## src/rtl/hall_call_if.sv

```systemverilog
// hall_call_if: hall-button inputs, car status and pending/target outputs of the hall-call arbiter
interface hall_call_if #(
  parameter int FLOORS = 4,
  parameter int FW = 2
);
  logic [FLOORS-1:0] up_btn;
  logic [FLOORS-1:0] down_btn;
  logic [FW-1:0] cur_floor;
  logic car_dir;
  logic serve;
  logic serve_up;
  logic [FLOORS-1:0] up_pend;
  logic [FLOORS-1:0] down_pend;
  logic call_valid;
  logic [FW-1:0] call_floor;
  logic call_up;
  modport master (
    output up_btn, down_btn, cur_floor, car_dir, serve, serve_up,
    input up_pend, down_pend, call_valid, call_floor, call_up
  );
  modport slave (
    input up_btn, down_btn, cur_floor, car_dir, serve, serve_up,
    output up_pend, down_pend, call_valid, call_floor, call_up
  );
endinterface

```

## src/rtl/hall_call_arbiter.sv

```systemverilog
// hall_call_arbiter: latches hall calls into lamps and registers one LOOK-order target per cycle
module hall_call_arbiter #(
  parameter int FLOORS = 4,
  parameter int FW = 2
) (
  input logic clk,
  input logic rst_n,
  hall_call_if.slave bus
);
  localparam logic [FLOORS-1:0] UP_MSK = {1'b0, {(FLOORS-1){1'b1}}};
  localparam logic [FLOORS-1:0] DN_MSK = {{(FLOORS-1){1'b1}}, 1'b0};
  logic [FLOORS-1:0] up_q, up_d, down_q, down_d, cur_oh;
  logic [FW-1:0] call_floor_q, call_floor_d, sel_floor;
  logic call_valid_q, call_valid_d, call_up_q, call_up_d, found, sel_up, in_range;
  int cur;
  always_comb begin
    // an out-of-range floor shifts the one-hot off the top, so serve clears nothing
    cur_oh = FLOORS'(1) << bus.cur_floor;
    in_range = {1'b0, bus.cur_floor} < (FW+1)'(FLOORS);
    cur = int'(bus.cur_floor);
    up_d = (up_q | bus.up_btn) & ~((bus.serve && bus.serve_up) ? cur_oh : '0) & UP_MSK;
    down_d = (down_q | bus.down_btn) & ~((bus.serve && !bus.serve_up) ? cur_oh : '0) & DN_MSK;
    found = 1'b0;
    sel_floor = '0;
    sel_up = 1'b0;
    if (bus.car_dir) begin
      for (int f = 0; f < FLOORS; f++)
        if (!found && up_q[f] && f >= cur) begin found = 1'b1; sel_floor = FW'(f); sel_up = 1'b1; end
      for (int f = FLOORS - 1; f >= 0; f--)
        if (!found && down_q[f]) begin found = 1'b1; sel_floor = FW'(f); end
      for (int f = 0; f < FLOORS; f++)
        if (!found && up_q[f] && f < cur) begin found = 1'b1; sel_floor = FW'(f); sel_up = 1'b1; end
    end else begin
      for (int f = FLOORS - 1; f >= 0; f--)
        if (!found && down_q[f] && f <= cur) begin found = 1'b1; sel_floor = FW'(f); end
      for (int f = 0; f < FLOORS; f++)
        if (!found && up_q[f]) begin found = 1'b1; sel_floor = FW'(f); sel_up = 1'b1; end
      for (int f = FLOORS - 1; f >= 0; f--)
        if (!found && down_q[f] && f > cur) begin found = 1'b1; sel_floor = FW'(f); end
    end
    call_valid_d = found && in_range;
    call_floor_d = call_valid_d ? sel_floor : '0;
    call_up_d = call_valid_d && sel_up;
  end
  always_ff @(posedge clk) begin
    if (!rst_n) begin
      up_q <= '0;
      down_q <= '0;
      call_valid_q <= 1'b0;
      call_floor_q <= '0;
      call_up_q <= 1'b0;
    end else begin
      up_q <= up_d;
      down_q <= down_d;
      call_valid_q <= call_valid_d;
      call_floor_q <= call_floor_d;
      call_up_q <= call_up_d;
    end
  end
  assign bus.up_pend = up_q;
  assign bus.down_pend = down_q;
  assign bus.call_valid = call_valid_q;
  assign bus.call_floor = call_floor_q;
  assign bus.call_up = call_up_q;
endmodule

```

## src/flat_wrapper.sv

```systemverilog
// flat-port wrapper written by rule: the top's interface ports become plain ports
module hall_call_arbiter_flat 
#(
  parameter int FLOORS = 4,
  parameter int FW = 2
)
  (clk, rst_n, bus_up_btn, bus_down_btn, bus_cur_floor, bus_car_dir, bus_serve, bus_serve_up, bus_up_pend, bus_down_pend, bus_call_valid, bus_call_floor, bus_call_up);
  hall_call_if #(.FLOORS(FLOORS), .FW(FW)) bus_i ();
  input logic clk;
  input logic rst_n;
  input wire logic [$bits(bus_i.up_btn)-1:0] bus_up_btn;
  input wire logic [$bits(bus_i.down_btn)-1:0] bus_down_btn;
  input wire logic [$bits(bus_i.cur_floor)-1:0] bus_cur_floor;
  input wire logic [$bits(bus_i.car_dir)-1:0] bus_car_dir;
  input wire logic [$bits(bus_i.serve)-1:0] bus_serve;
  input wire logic [$bits(bus_i.serve_up)-1:0] bus_serve_up;
  output wire logic [$bits(bus_i.up_pend)-1:0] bus_up_pend;
  output wire logic [$bits(bus_i.down_pend)-1:0] bus_down_pend;
  output wire logic [$bits(bus_i.call_valid)-1:0] bus_call_valid;
  output wire logic [$bits(bus_i.call_floor)-1:0] bus_call_floor;
  output wire logic [$bits(bus_i.call_up)-1:0] bus_call_up;
  assign bus_i.up_btn = bus_up_btn;
  assign bus_i.down_btn = bus_down_btn;
  assign bus_i.cur_floor = bus_cur_floor;
  assign bus_i.car_dir = bus_car_dir;
  assign bus_i.serve = bus_serve;
  assign bus_i.serve_up = bus_serve_up;
  assign bus_up_pend = bus_i.up_pend;
  assign bus_down_pend = bus_i.down_pend;
  assign bus_call_valid = bus_i.call_valid;
  assign bus_call_floor = bus_i.call_floor;
  assign bus_call_up = bus_i.call_up;
  hall_call_arbiter #(.FLOORS(FLOORS), .FW(FW)) u_core (.clk(clk), .rst_n(rst_n), .bus(bus_i));
endmodule
```

## config.mk

```make
export PLATFORM = sky130hd
export DESIGN_NAME = hall_call_arbiter_flat
export DESIGN_NICKNAME = d
export VERILOG_FILES = /design/src/rtl/hall_call_if.sv /design/src/rtl/hall_call_arbiter.sv /design/src/flat_wrapper.sv
export SDC_FILE = /design/constraint.sdc
export NUM_CORES = 1
export LEC_CHECK = 0
export ABC_AREA = 1
export CORE_MARGIN = 8
export CORE_UTILIZATION = 40
export DETAILED_ROUTE_END_ITERATION = 6
export GPL_ROUTABILITY_DRIVEN = 0
export PLACE_DENSITY = 0.76
export SYNTH_ARGS = -nofsm -noshare
export SYNTH_HDL_FRONTEND = slang
export SYNTH_SLANG_ARGS = --single-unit
```

## constraint.sdc

```tcl
create_clock -name clk -period 2 [get_ports clk]
set_clock_uncertainty 0.15 [all_clocks]
set_input_delay 0.4 -clock clk [delete_from_list [all_inputs] [get_ports clk]]
set_output_delay 0.4 -clock clk [all_outputs]
set_load 0.02 [all_outputs]
```

-- Word level (Yosys, flattened, before mapping)
Index checks and enable logic that the tools add are counted.
Widths: inputs -> output; s select.
- mux-type cells: 78
- shift operators: 1
- reductions and logical operators: 57
- bitwise gates (word level): 6
- order comparisons: 12
- operators with widths (operator ; count):
    $mux 1 ; 55
    $mux 2 ; 21
    $logic_and 1x1->1 ; 33
    $logic_not 1->1 ; 21
    $and 4x4->4 ; 1
    $ge 1x2->1 const A ; 2
    $gt 2x2->1 const A ; 2
    $le 2x2->1 const A ; 2
    $lt 1x2->1 const A ; 2
    $mux 4 ; 1
    $not 4->4 ; 1
    $or 4x4->4 ; 1
    $shl 1x2->4 const A ; 1
    $and 3x3->3 ; 1
    $mux 3 ; 1
    $not 3->3 ; 1
    $or 3x3->3 ; 1
    $ge 2x2->1 const A ; 1
    $gt 1x2->1 const A ; 1
    $le 1x2->1 const A ; 1
    $logic_and 1x1->1 const B ; 2
    $lt 2x2->1 const A ; 1
    $reduce_and 2->1 ; 1
- output and inout port bits: 12
- bits in registers: 11
- logic and storage cells: 160

-- Longest topological paths before layout
Gate-level depths: netlist of the first run.
- depth in word-level cells: 50
- gate-level depth with buffers: 10

-- Worst setup path before layout of the first run
No wires, ideal clock.
- path type: input to register
- start: in bus_cur_floor[1]
- end: reg u_core.call_floor_q[1], in the netlist u_core.bus.call_floor[1]
- setup slack: 472 ps
- arrival time: 1266 ps
- stages on the path: 10
- data required time: 1737 ps
- cells stage by stage: nor2_2 > nor2_1 > nor2_2 > nand3_2 > nor2_2 > nand2_1 > o21ai_2 > inv_2 > nand2_1 > nor2_1
- cells in the longest elaborated chain, start to end: 50
- elaborated cells between the ends (all ways): 129
- RTL lines (element ; line ; source):
    from (decl) ; flat_wrapper.sv:13 ; input wire logic [$bits(bus_i.cur_floor)-1:0] bus_cur_floor;
    $le 2x2->1 or $ge 1x2->1 (tied branches) ; hall_call_arbiter.sv:35, hall_call_arbiter.sv:28 ;
    $logic_and 1x1->1 (on tied branches) ; hall_call_arbiter.sv:35, hall_call_arbiter.sv:28 ;
    $mux 1 (on tied branches) ; hall_call_arbiter.sv:35, hall_call_arbiter.sv:28 ;
    $mux 1 ; hall_call_arbiter.sv:26 ; if (bus.car_dir) begin
    $logic_not 1->1 (on tied branches) ; hall_call_arbiter.sv:35, hall_call_arbiter.sv:28 ;
    $logic_and 1x1->1 (on tied branches) (2 in series) ; hall_call_arbiter.sv:35, hall_call_arbiter.sv:28 ;
    $mux 1 (on tied branches) ; hall_call_arbiter.sv:35, hall_call_arbiter.sv:28 ;
    $mux 1 ; hall_call_arbiter.sv:26 ;
    (+31 left out) ; - ;
    $logic_and 1x1->1 (on tied branches) (2 in series) ; hall_call_arbiter.sv:39, hall_call_arbiter.sv:32 ;
    $mux 1 (on tied branches) ; hall_call_arbiter.sv:39, hall_call_arbiter.sv:32 ;
    $mux 1 ; hall_call_arbiter.sv:26 ;
    $logic_not 1->1 (on tied branches) ; hall_call_arbiter.sv:39, hall_call_arbiter.sv:32 ;
    $logic_and 1x1->1 (on tied branches) (2 in series) ; hall_call_arbiter.sv:39, hall_call_arbiter.sv:32 ;
    $mux 1 (on tied branches) ; hall_call_arbiter.sv:39, hall_call_arbiter.sv:32 ;
    $mux 1 ; hall_call_arbiter.sv:26 ;
    $reduce_and 2->1 (no line) ; - ;
    to (signal assigned) ; hall_call_arbiter.sv:56 ; call_floor_q <= call_floor_d;
    to (decl) ; hall_call_arbiter.sv:13 ; logic [FW-1:0] call_floor_q, call_floor_d, sel_floor;
Parallel ways exist; a longest one is shown, timed or not. The select of a mux whose other input is x is not followed.
A chain may end at the register's enable or synchronous reset.

-- Worst setup path in the final report of the first run
- start: reg u_core.down_q[2], in the netlist u_core.bus.down_pend[2]
- end: out bus_down_pend[2]
- RTL lines (element ; line ; source):
    from (decl) ; hall_call_arbiter.sv:12 ; logic [FLOORS-1:0] up_q, up_d, down_q, down_d, cur_oh;
    from (signal assigned) ; hall_call_arbiter.sv:54 ; down_q <= down_d;
    to (decl) ; flat_wrapper.sv:18 ; output wire logic [$bits(bus_i.down_pend)-1:0] bus_down_pend;
No word-level cell between the ends.

==> results of run 1 <==
final timing paths:
path,startpoint,cells after the start,to
worst max-delay path,u_core.bus.down_pend[2]$_SDFF_PN0_,1,bus_down_pend[2]
worst min-delay path,bus_cur_floor[0],4,u_core.bus.down_pend[1]$_SDFF_PN0_
worst max register to register,u_core.bus.down_pend[1]$_SDFF_PN0_,10,u_core.bus.call_floor[0]$_SDFF_PN0_
worst min register to register,u_core.bus.down_pend[2]$_SDFF_PN0_,2,u_core.bus.down_pend[2]$_SDFF_PN0_
sequential cells by signal, summed over array words and instances, names as in the netlist:
signal / flops
u_core.bus.call_valid: 1
u_core.bus.down_pend: 3
u_core.bus.call_floor: 2
u_core.bus.call_up: 1
u_core.bus.up_pend: 3
per-layer routing:
layer  share of wire  up-vias  GRT usage  routed length, µm
met5               0        -          0                  0
met4           0.016        0     0.0669                 29
met3           0.072        5     0.0571                132
met2            0.47       30      0.200                858
met1            0.44      344      0.118                801
li1                -      392          -                  -
report_power, final:
part	total [W]	internal, W	switching (W)
Clock	0.000190	0.000111	0.0000793
Sequential	0.000236	0.000217	0.0000191
Combinational	0.000205	0.0000981	0.000107
through the flow:
stage / util / area, µm² / hold slack, ns / setup TNS, ns
6_report: 0.655 / 976 / 0.440 / 0
3_3_place_gp: 0.624 / 928 / 0.466 / -0.729
3_5_place_dp: 0.624 / 928 / 0.472 / -0.987
2_1_floorplan: - / 636 / 0.350 / 0
4_1_cts: 0.647 / 963 / 0.489 / 0
5_1_grt: 0.655 / 976 / 0.485 / 0
what timing repair did:
action	4_1_cts	5_1_grt
hold buffers	0	0
resized for setup	1	4
endpoints found under the setup margin	1	5
Yosys cell counts:
| library cell | n | area, µm² |
|---|---|---|
| a21oi_1 | 2 | 10.0 |
| a31oi_1 | 2 | 12.5 |
| a41oi_1 | 1 | 8.76 |
| buf_4 | 2 | 15.0 |
| conb_1 | 1 | 3.75 |
| dfxtp_1 | 10 | 200 |
| inv_1 | 12 | 45.0 |
| inv_2 | 2 | 7.51 |
| nand2_1 | 22 | 82.6 |
| nand2_2 | 1 | 6.26 |
| nand3_1 | 10 | 50.1 |
| nand3_2 | 1 | 10.0 |
| nand4_1 | 2 | 12.5 |
| nand4_2 | 1 | 12.5 |
| nor2_1 | 10 | 37.5 |
| nor2_2 | 3 | 18.8 |
| nor3_1 | 4 | 20.0 |
| nor3_2 | 1 | 10.0 |
| o211ai_1 | 1 | 7.51 |
| o21ai_0 | 7 | 35.0 |
| o21ai_2 | 1 | 8.76 |
| o221a_2 | 1 | 11.3 |
| o22ai_1 | 1 | 6.26 |
layout make-up:
type,instances,area (µm²)
Multi-Input combinational cell,73,373
Sequential cell,10,200
Fill cell,131,513
Timing Repair Buffer,31,294
Clock buffer,4,36.3
Tap cell,16,20.0
Inverter,14,52.6
cells in the final DEF, fill, tap and decap left out, drive strengths merged:
master and instances:
o221a 1, buf 9, nand4 3, nand3 11, dfxtp 10, dlymetal6s2s 3, clkbuf 4, conb 2
nand2 23, nor2 13, a21oi 2, dlygate4sd2 1, o21ai 8, nor3 5, clkdlybuf4s50 18, o211ai 1
a41oi 1, inv 14, o22ai 1, a31oi 2
cell families after synthesis:
family,count (synthesis),synth area share
AO/OA/AOI/OAI,16,0.158
buffers and inverters,16,0.107
flip-flops,10,0.317
other,1,0.00593
AND/OR/NAND/NOR,55,0.412
==> metrics.md, run 1 <==
| Metric | Value |
|---|---|
| Status | finished clean |
| Final Cycle Share | 0.966 |
| Crit path time final | 1.93 ns |
| Placed cell count | 144 |
| Unique masters post-synth | 23 |
| Average wire per cell in the routed design | 12.3 µm |
| CTS tree | yes |
| Height of the chip | 55.7 µm |
| Initial core utilization | 0.424 |
| Setup violators final | 0 |
| Unrepaired setup endpoints after global routing | false |
| First-pass GRT wire length | 3.08 mm |
| Pin count of the biggest net entering global routing | 8 |
| Fin cells | 148 |
| Leakage | 0.478 nW |
| # H-tree levels | 1 |
| First-pass DRT Iterations | 4 |
| Crit-path max FO | 6 |
| Crit. End Element | output port |
| CTS sink count | 10 |
| Final net count | 148 |
| Hold Crit Class | in -> reg |
| Max-slew violations | 0 |
| Clock Pin Slew Worst Setup and Hold Paths | 0.07 ns |
| Core area | 1490 µm² |
| Number of port buffers | 22 |
| Worst IR Drop VDD | 0.393 mV |
| DR vias | 771 |
| Grt ovf | 0 |
| Bufs and invs on worst path | 1 |
| Setup Fix Bufs, Post-CTS | 0 |
| Worst Path Required | 1.45 ns |
| Power Total | 0.000631 W |
| CP max stage delay | 0.66 ns |
| Vias in the first global route | 756 |
| Io pins | 27 |
| Antenna diodes | 0 |
| Final hold vios | 0 |
| Detail Route Antenna Nets | 0 |
| Gr usage total | 0.120 |
| Cts bufs inserted | 3 |
| Pwr dens | 647 nW/µm² |
| Setup ws final | 0.0686 ns |
| Startpoint Class | flop |
| Synthesized flop and latch total | 10 |
| WP data arrival | 1.38 ns |
| Worst-skew pair later-pin latency | 0.28 ns |
| Ys Warns | 0 |
| Routed Wire Length | 1.82 mm |
| Vias per inst | 5.21 |
| DRC | 0 |
| Netlist Area Pre-Place | 632 µm² |
| Die width | 55.7 µm |
| Slowest-stage cell, CP | clkdlybuf4s50_1 |
| Layout cells sized above 1 | 0.182 |
| Row count | 14 |
| Crit path cell chain | clkdlybuf4s50_1 |
| Max Freq | 0.518 GHz |
| Die area | 3110 µm² |
| Initial drt markers | 19 |
| R2R Setup Slk | 0.41 ns |
| Sequential area share after synthesis | 0.317 |
| Initial antenna violation count | 0 |
| Crit path kind | reg -> out |
| Area Overhead vs Synth | 54.5% |
| Clock Tree Buf Depth | 2 |
| Avg Inst Size Synth | 6.45 µm² |
| Maxcap violations | 0 |
| Place WS | -0.275 ns |
| CTS root buf | clkbuf_4 |
| Final HPWL DP | 1.47 mm |
| Largest delay share family, worst path | buffers and inverters |
| Mapped Cells | 98 |
Note: power is estimated with default switching activity, not from simulation.
==> inputs of run 2 (changes only) <==
--- a/config.mk
+++ b/config.mk
@@ -10,6 +10,7 @@
 export CORE_UTILIZATION = 40
 export DETAILED_ROUTE_END_ITERATION = 6
 export GPL_ROUTABILITY_DRIVEN = 0
+export HOLD_SLACK_MARGIN = 0.08
 export PLACE_DENSITY = 0.76
 export SYNTH_ARGS = -nofsm -noshare
 export SYNTH_HDL_FRONTEND = slang
==> results of run 2 <==
Same layout as run 1: the final DEF is identical, and so are final timing and power.
